[src/rtl/mc_ctrl_pkg.sv]
// Shared encodings for the multi-cycle MIPS controller: state codes, opcodes,
// and the packed control word produced by the state decoder.
package mc_ctrl_pkg;

    typedef enum logic [3:0] {
        S_FETCH  = 4'd0,
        S_DECODE = 4'd1,
        S_MEMADR = 4'd2,
        S_MEMRD  = 4'd3,
        S_MEMWB  = 4'd4,
        S_MEMWR  = 4'd5,
        S_EXEC   = 4'd6,
        S_RWB    = 4'd7,
        S_BRANCH = 4'd8,
        S_JUMP   = 4'd9,
        S_ADDIEX = 4'd10,
        S_ADDIWB = 4'd11
    } state_t;

    localparam logic [5:0] OP_R_FORM = 6'b000000;
    localparam logic [5:0] OP_LW     = 6'b100011;
    localparam logic [5:0] OP_SW     = 6'b101011;
    localparam logic [5:0] OP_BEQ    = 6'b000100;
    localparam logic [5:0] OP_J      = 6'b000010;
    localparam logic [5:0] OP_ADDI   = 6'b001000;

    typedef struct packed {
        logic       pc_write;
        logic       pc_write_cond;
        logic       ior_d;
        logic       mem_read;
        logic       mem_write;
        logic       ir_write;
        logic       reg_dst;
        logic       mem_to_reg;
        logic       reg_write;
        logic       alu_src_a;
        logic [1:0] alu_src_b;
        logic [1:0] alu_op;
        logic [1:0] pc_src;
    } ctrl_t;

    // Last state of every legal instruction; leaving one of these retires it.
    function automatic logic is_terminal(input state_t s);
        return (s == S_MEMWB) || (s == S_MEMWR) || (s == S_RWB) ||
               (s == S_BRANCH) || (s == S_JUMP) || (s == S_ADDIWB);
    endfunction

    function automatic logic op_known(input logic [5:0] op);
        return (op == OP_R_FORM) || (op == OP_LW) || (op == OP_SW) ||
               (op == OP_BEQ) || (op == OP_J) || (op == OP_ADDI);
    endfunction

endpackage

[src/rtl/mc_ctrl_decode.sv]
// Combinational state -> control-word table for the multi-cycle controller.
// i_mem_ready gates the FETCH-cycle IR/PC write strobes (tied high when unused).
module mc_ctrl_decode
    import mc_ctrl_pkg::*;
(
    input  state_t i_state,
    input  logic   i_mem_ready,
    output ctrl_t  o_ctrl
);

    always_comb begin
        o_ctrl = '0;
        case (i_state)
            S_FETCH: begin
                o_ctrl.mem_read  = 1'b1;
                o_ctrl.ir_write  = i_mem_ready;
                o_ctrl.pc_write  = i_mem_ready;
                o_ctrl.alu_src_b = 2'b01;
            end
            S_DECODE: begin
                o_ctrl.alu_src_b = 2'b11;
            end
            S_MEMADR, S_ADDIEX: begin
                o_ctrl.alu_src_a = 1'b1;
                o_ctrl.alu_src_b = 2'b10;
            end
            S_MEMRD: begin
                o_ctrl.mem_read = 1'b1;
                o_ctrl.ior_d    = 1'b1;
            end
            S_MEMWR: begin
                o_ctrl.mem_write = 1'b1;
                o_ctrl.ior_d     = 1'b1;
            end
            S_MEMWB: begin
                o_ctrl.reg_write  = 1'b1;
                o_ctrl.mem_to_reg = 1'b1;
            end
            S_EXEC: begin
                o_ctrl.alu_src_a = 1'b1;
                o_ctrl.alu_op    = 2'b10;
            end
            S_RWB: begin
                o_ctrl.reg_write = 1'b1;
                o_ctrl.reg_dst   = 1'b1;
            end
            S_ADDIWB: begin
                o_ctrl.reg_write = 1'b1;
            end
            S_BRANCH: begin
                o_ctrl.alu_src_a     = 1'b1;
                o_ctrl.alu_op        = 2'b01;
                o_ctrl.pc_src        = 2'b01;
                o_ctrl.pc_write_cond = 1'b1;
            end
            S_JUMP: begin
                o_ctrl.pc_write = 1'b1;
                o_ctrl.pc_src   = 2'b10;
            end
            default: ;
        endcase
    end

endmodule

[src/rtl/mc_ctrl.sv]
// Multi-cycle MIPS control FSM with retired-instruction counter and sticky
// illegal-opcode flag. Define MC_CTRL_MEM_WAIT_EN to stall memory states on MemReady.
module mc_ctrl
    import mc_ctrl_pkg::*;
#(
    parameter int CNT_W = 32
) (
    input  logic             CLK,
    input  logic             RST,
    input  logic [5:0]       Op,
    input  logic             Zero,
    input  logic             MemReady,
    output logic             PCWrite,
    output logic             PCWriteCond,
    output logic             IorD,
    output logic             MemRead,
    output logic             MemWrite,
    output logic             IRWrite,
    output logic             RegDst,
    output logic             MemtoReg,
    output logic             RegWrite,
    output logic             ALUSrcA,
    output logic [1:0]       ALUSrcB,
    output logic [1:0]       ALUOp,
    output logic [1:0]       PCSrc,
    output logic [3:0]       State,
    output logic             Illegal,
    output logic [CNT_W-1:0] InsCount
);

    state_t           r_state;
    state_t           w_next;
    logic             r_illegal;
    logic [CNT_W-1:0] r_ins_cnt;
    logic             w_mem_ready;
    logic             w_retire;
    logic             w_bad_op;
    ctrl_t            w_ctrl;
    logic             w_unused;

    // MemReady is a completion strobe: a memory state (FETCH, MEMRD, MEMWR)
    // holds until the cycle it is sampled high, then advances on that edge.
`ifdef MC_CTRL_MEM_WAIT_EN
    assign w_mem_ready = MemReady;
    assign w_unused    = Zero;
`else
    assign w_mem_ready = 1'b1;
    assign w_unused    = Zero ^ MemReady;
`endif

    always_comb begin
        w_next = S_FETCH;
        case (r_state)
            S_FETCH:  w_next = w_mem_ready ? S_DECODE : S_FETCH;
            S_DECODE: begin
                case (Op)
                    OP_R_FORM:    w_next = S_EXEC;
                    OP_LW, OP_SW: w_next = S_MEMADR;
                    OP_BEQ:       w_next = S_BRANCH;
                    OP_J:         w_next = S_JUMP;
                    OP_ADDI:      w_next = S_ADDIEX;
                    default:      w_next = S_FETCH;
                endcase
            end
            S_MEMADR: w_next = (Op == OP_SW) ? S_MEMWR : S_MEMRD;
            S_MEMRD:  w_next = w_mem_ready ? S_MEMWB : S_MEMRD;
            S_MEMWR:  w_next = w_mem_ready ? S_FETCH : S_MEMWR;
            S_EXEC:   w_next = S_RWB;
            S_ADDIEX: w_next = S_ADDIWB;
            default:  w_next = S_FETCH;
        endcase
    end

    assign w_retire = is_terminal(r_state) && (w_next == S_FETCH);
    assign w_bad_op = (r_state == S_DECODE) && !op_known(Op);

    always_ff @(posedge CLK or negedge RST) begin
        if (!RST) begin
            r_state   <= S_FETCH;
            r_illegal <= 1'b0;
            r_ins_cnt <= '0;
        end else begin
            r_state <= w_next;
            if (w_bad_op)
                r_illegal <= 1'b1;
            if (w_retire)
                r_ins_cnt <= r_ins_cnt + {{(CNT_W-1){1'b0}}, 1'b1};
        end
    end

    mc_ctrl_decode u_decode (
        .i_state     (r_state),
        .i_mem_ready (w_mem_ready),
        .o_ctrl      (w_ctrl)
    );

    assign PCWrite     = w_ctrl.pc_write;
    assign PCWriteCond = w_ctrl.pc_write_cond;
    assign IorD        = w_ctrl.ior_d;
    assign MemRead     = w_ctrl.mem_read;
    assign MemWrite    = w_ctrl.mem_write;
    assign IRWrite     = w_ctrl.ir_write;
    assign RegDst      = w_ctrl.reg_dst;
    assign MemtoReg    = w_ctrl.mem_to_reg;
    assign RegWrite    = w_ctrl.reg_write;
    assign ALUSrcA     = w_ctrl.alu_src_a;
    assign ALUSrcB     = w_ctrl.alu_src_b;
    assign ALUOp       = w_ctrl.alu_op;
    assign PCSrc       = w_ctrl.pc_src;
    assign State       = r_state;
    assign Illegal     = r_illegal;
    assign InsCount    = r_ins_cnt;

endmodule

[config.mk]
export PLATFORM = sky130hd
export DESIGN_NAME = mc_ctrl
export DESIGN_NICKNAME = d
export VERILOG_FILES = /design/src/rtl/mc_ctrl_pkg.sv /design/src/rtl/mc_ctrl_decode.sv /design/src/rtl/mc_ctrl.sv
export SDC_FILE = /design/constraint.sdc
export NUM_CORES = 1
export LEC_CHECK = 0
export ABC_AREA = 1
export BUFFER_PORTS_ARGS = -buffer_cell sky130_fd_sc_hd__buf_2
export CAP_MARGIN = 0
export CORE_MARGIN = 2
export CORE_UTILIZATION = 55
export CTS_BUF_LIST = sky130_fd_sc_hd__clkbuf_4 sky130_fd_sc_hd__clkbuf_8
export DETAILED_ROUTE_END_ITERATION = 16
export GPL_ROUTABILITY_DRIVEN = 0
export GPL_TIMING_DRIVEN = 0
export PLACE_DENSITY = 0.79
export SKIP_LAST_GASP = 1
export SYNTH_ARGS = -nofsm -noshare
export SYNTH_HDL_FRONTEND = slang
export SYNTH_SLANG_ARGS = --single-unit
export TNS_END_PERCENT = 100
[constraint.sdc]
create_clock -name CLK -period 1.9 [get_ports CLK]
set_input_delay 0.57 -clock CLK [delete_from_list [all_inputs] [get_ports CLK]]
set_output_delay 0.57 -clock CLK [all_outputs]
set_load 0.05 [all_outputs]
==> flow_metrics.py <==
metrics = {
    "status": {
        "status": "finished with violations",
        "violations": "setup timing",
    },
    "global_routing": {
        "gr-usage-met2": 0.416,
        "grt_util_met1": 0.335,
        "grt_pass1_vias": 2230,
        "gr-usage-all-layers": 0.244,
        "grt_max_degree": 38,
        "busiest_layer": "met2",
        "grt-ovfl-total": 0,
        "grt_pass1_wl_um": 9970,
        "gr-usage-met3": 0.0370,
        "antenna_found_initial": 0,
    },
    "clocking": {
        "cts_made_buffers": 5,
        "cts_max_level": 2,
        "clock-sinks": 37,
        "root_buffer": "clkbuf_8",
        "path_clk_slew_ns": 0.08,
        "cts_hold_buf": 0,
        "cts_tree": "built",
        "clockBufferDepth": 2,
        "clock_latency_ns": 0.29,
    },
    "timing": {
        "finalSetupViolCount": 9,
        "skew_ns": 0.00687,
        "max_freq_mhz": 497,
        "fin_crit_ns": 2.01,
        "slew_headroom": 0.442,
        "setup-tns-final_ns": -0.526,
        "setup_slack_ns": -0.112,
        "rsz0062_at_grt": "yes",
        "hold_slack_ns": 0.370,
        "drv_slew": 0,
        "timing.final.crit_share": 1.06,
        "hold_violations": 0,
        "worst_slew_pin_slew_ns": 0.837,
    },
    "power_and_ir_drop": {
        "power_density_mw_per_mm2": 903,
        "finalPower_uw": 2930,
        "ir_drop_mv": 0.872,
        "power.leakage_uw": 0.00154,
    },
    "cells_and_area": {
        "ff_latch_area_sq_um": 931,
        "fin_cells": 489,
        "drive_above_1_share": 0.339,
        "n_fill_cell": 327,
        "multi_input_area_sq_mm": 0.00148,
        "syn_to_final_growth_pct": 32.6,
        "final_core_util": 0.751,
        "antenna_cells": 0,
        "nNetsFinal": 447,
    },
    "yosys": {
        "synth_cells": 360,
        "ys_seq_elements": 37,
        "synth_top_area_frac": 0.378,
        "ys.flop_type": "dfrtp_1",
        "syn-cell-area_sq_mm": 0.00245,
        "synth-async-reset-ratio": 1.00,
        "yosysUniqueCellTypes": 28,
        "seq_area_frac_synth": 0.378,
        "ys_top_cells_by_count": "nand2_1 (125), nor2_1 (65), inv_1 (38), dfrtp_1 (37), nand3_1 (14)",
        "synth_edf_count": 0,
        "yosys.area.top_type": "dfrtp_1",
        "yosysMostFrequentCell": "nand2_1",
        "syn_nets": 371,
        "synthTopCellsByArea": "dfrtp_1 (38%), nand2_1 (19%), nor2_1 (10%)",
        "yosys_warnings": 0,
        "syn_avg_cell_area_sq_um": 6.81,
    },
    "route": {
        "drcViolationCount": 0,
        "drt_iter0_drc": 116,
        "wl_per_cell_um": 12.4,
        "routed_wirelength_um": 6050,
        "vias_per_cell": 5.09,
        "vias": 2487,
        "drtAntennaViolNets": 0,
        "first_pass_iters": 4,
    },
    "worst_setup_path": {
        "crit_type": "reg2out",
        "ff2ff_setup_slack_ns": 0.29,
        "start_kind": "register",
        "r2r_cells": 9,
        "arrival_ns": 1.44,
        "reg2reg_to": "InsCount[7]",
        "cp_max_fo": 4,
        "cp.required_ns": 1.33,
        "end_kind": "primary output",
        "r2r-start": "State[2]",
    },
    "die": {
        "start_util": 0.567,
        "die_area_sq_mm": 0.00500,
        "fp-row-count": 24,
        "die_h_um": 70.7,
        "io_pins": 63,
        "fp.coreArea_sq_mm": 0.00432,
        "die_w_um": 70.7,
    },
    "place": {
        "io_buffers": 60,
        "hpwl_um": 4330,
        "placedCellCount": 472,
    },
    "min_path": {
        "hold_class": "in2async",
    },
    "flow_run": {
        "maxCapViolCount": 0,
    },
}
-- per-stage QoR --
stage	setup WS, ns	cell area (sq um)
2_1_floorplan	-0.0352	2540
3_3_place_gp	0.0262	2910
3_5_place_dp	0.0417	2910
4_1_cts	-0.0542	3150
5_1_grt	-0.149	3250
6_report	-0.112	3250
-- flip-flops by register name, indices dropped and copies added, names as in the netlist --
signal / cells
Illegal: 1
InsCount: 32
State: 4
-- cell usage in the layout (no fill, tap or decap), types with 2 or more instances in the layout --
cell	Yosys	layout
buf_4	2	11
inv_2	2	9
nand2_4	2	5
o21ai_0	7	2
nor2_1	65	52
xnor2_1	6	6
inv_1	38	28
dfrtp_1	37	33
nand2_2	8	8
nand3_1	14	14
nor2_2	10	17
clkbuf_8	0	5
nor2_4	5	11
inv_4	0	3
nor3_2	3	3
nand2_1	125	121
o21ai_2	0	4
nand4_1	10	10
dfrtp_2	0	4
nor3_1	2	2
clkbuf_4	0	2
buf_6	1	14
buf_2	1	45
xor2_1	12	12
-- where the power goes --
group / internal [uW] / switching [uW]
logic: 399 / 914
registers: 841 / 71.8
clock network: 393 / 315
-- area by class of cell --
class | count | area share
multi-input cells | 279 | 0.457
well taps | 52 | 0.0200
flip-flops and latches | 37 | 0.287
clock inverters | 3 | 0.0143
inverters | 40 | 0.0485
plain buffers | 4 | 0.0108
repair buffers | 69 | 0.142
clock buffers | 5 | 0.0212
-- how the worst max path moves through the flow --
stage / slack [ns] / end / depth (start not counted) / start
after CTS: -0.05 / PCWrite / 6 / State[1]
final: -0.11 / PCWrite / 6 / State[3]
after global routing: -0.15 / PCWrite / 6 / State[2]
after floorplan: -0.04 / PCWrite / 5 / State[3]
after detailed placement: 0.04 / ALUSrcA / 6 / State[0]
after global placement: 0.03 / ALUSrcA / 6 / State[0]
-- routing by layer --
metal | part of all wire | routed length (um)
met1 | 0.45 | 2700
met2 | 0.49 | 2970
met3 | 0.053 | 318
met4 | 0.010 | 62
met5 | 0 | 0
-- worst max-delay path, cell delays in order, from the launching register on --
cell     delay [ns]
dfrtp_2        0.46
nor2_4         0.17
inv_4          0.07
nor2_4         0.14
inv_4          0.07
o21ai_4        0.06
buf_6          0.17
-- cell families after synthesis --
family | Yosys count | share of synthesized area
adders and majority gates | 1 | 0.00511
and+or+nand+nor | 245 | 0.443
DFF | 37 | 0.378
AOI/OAI and AO/OA | 15 | 0.0357
buffers and inverters | 44 | 0.0741
xor gates and xnor gates | 18 | 0.0644
-- what timing repair did --
action / 4_1_cts / 5_1_grt
resized for setup: 33 / 23
buffers inserted: 4 / 5
pin swaps: 4 / 3
hold endpoints to repair: 0 / 0
endpoints found under the setup margin: 15 / 16
Note: power is estimated with default switching activity, not from simulation.
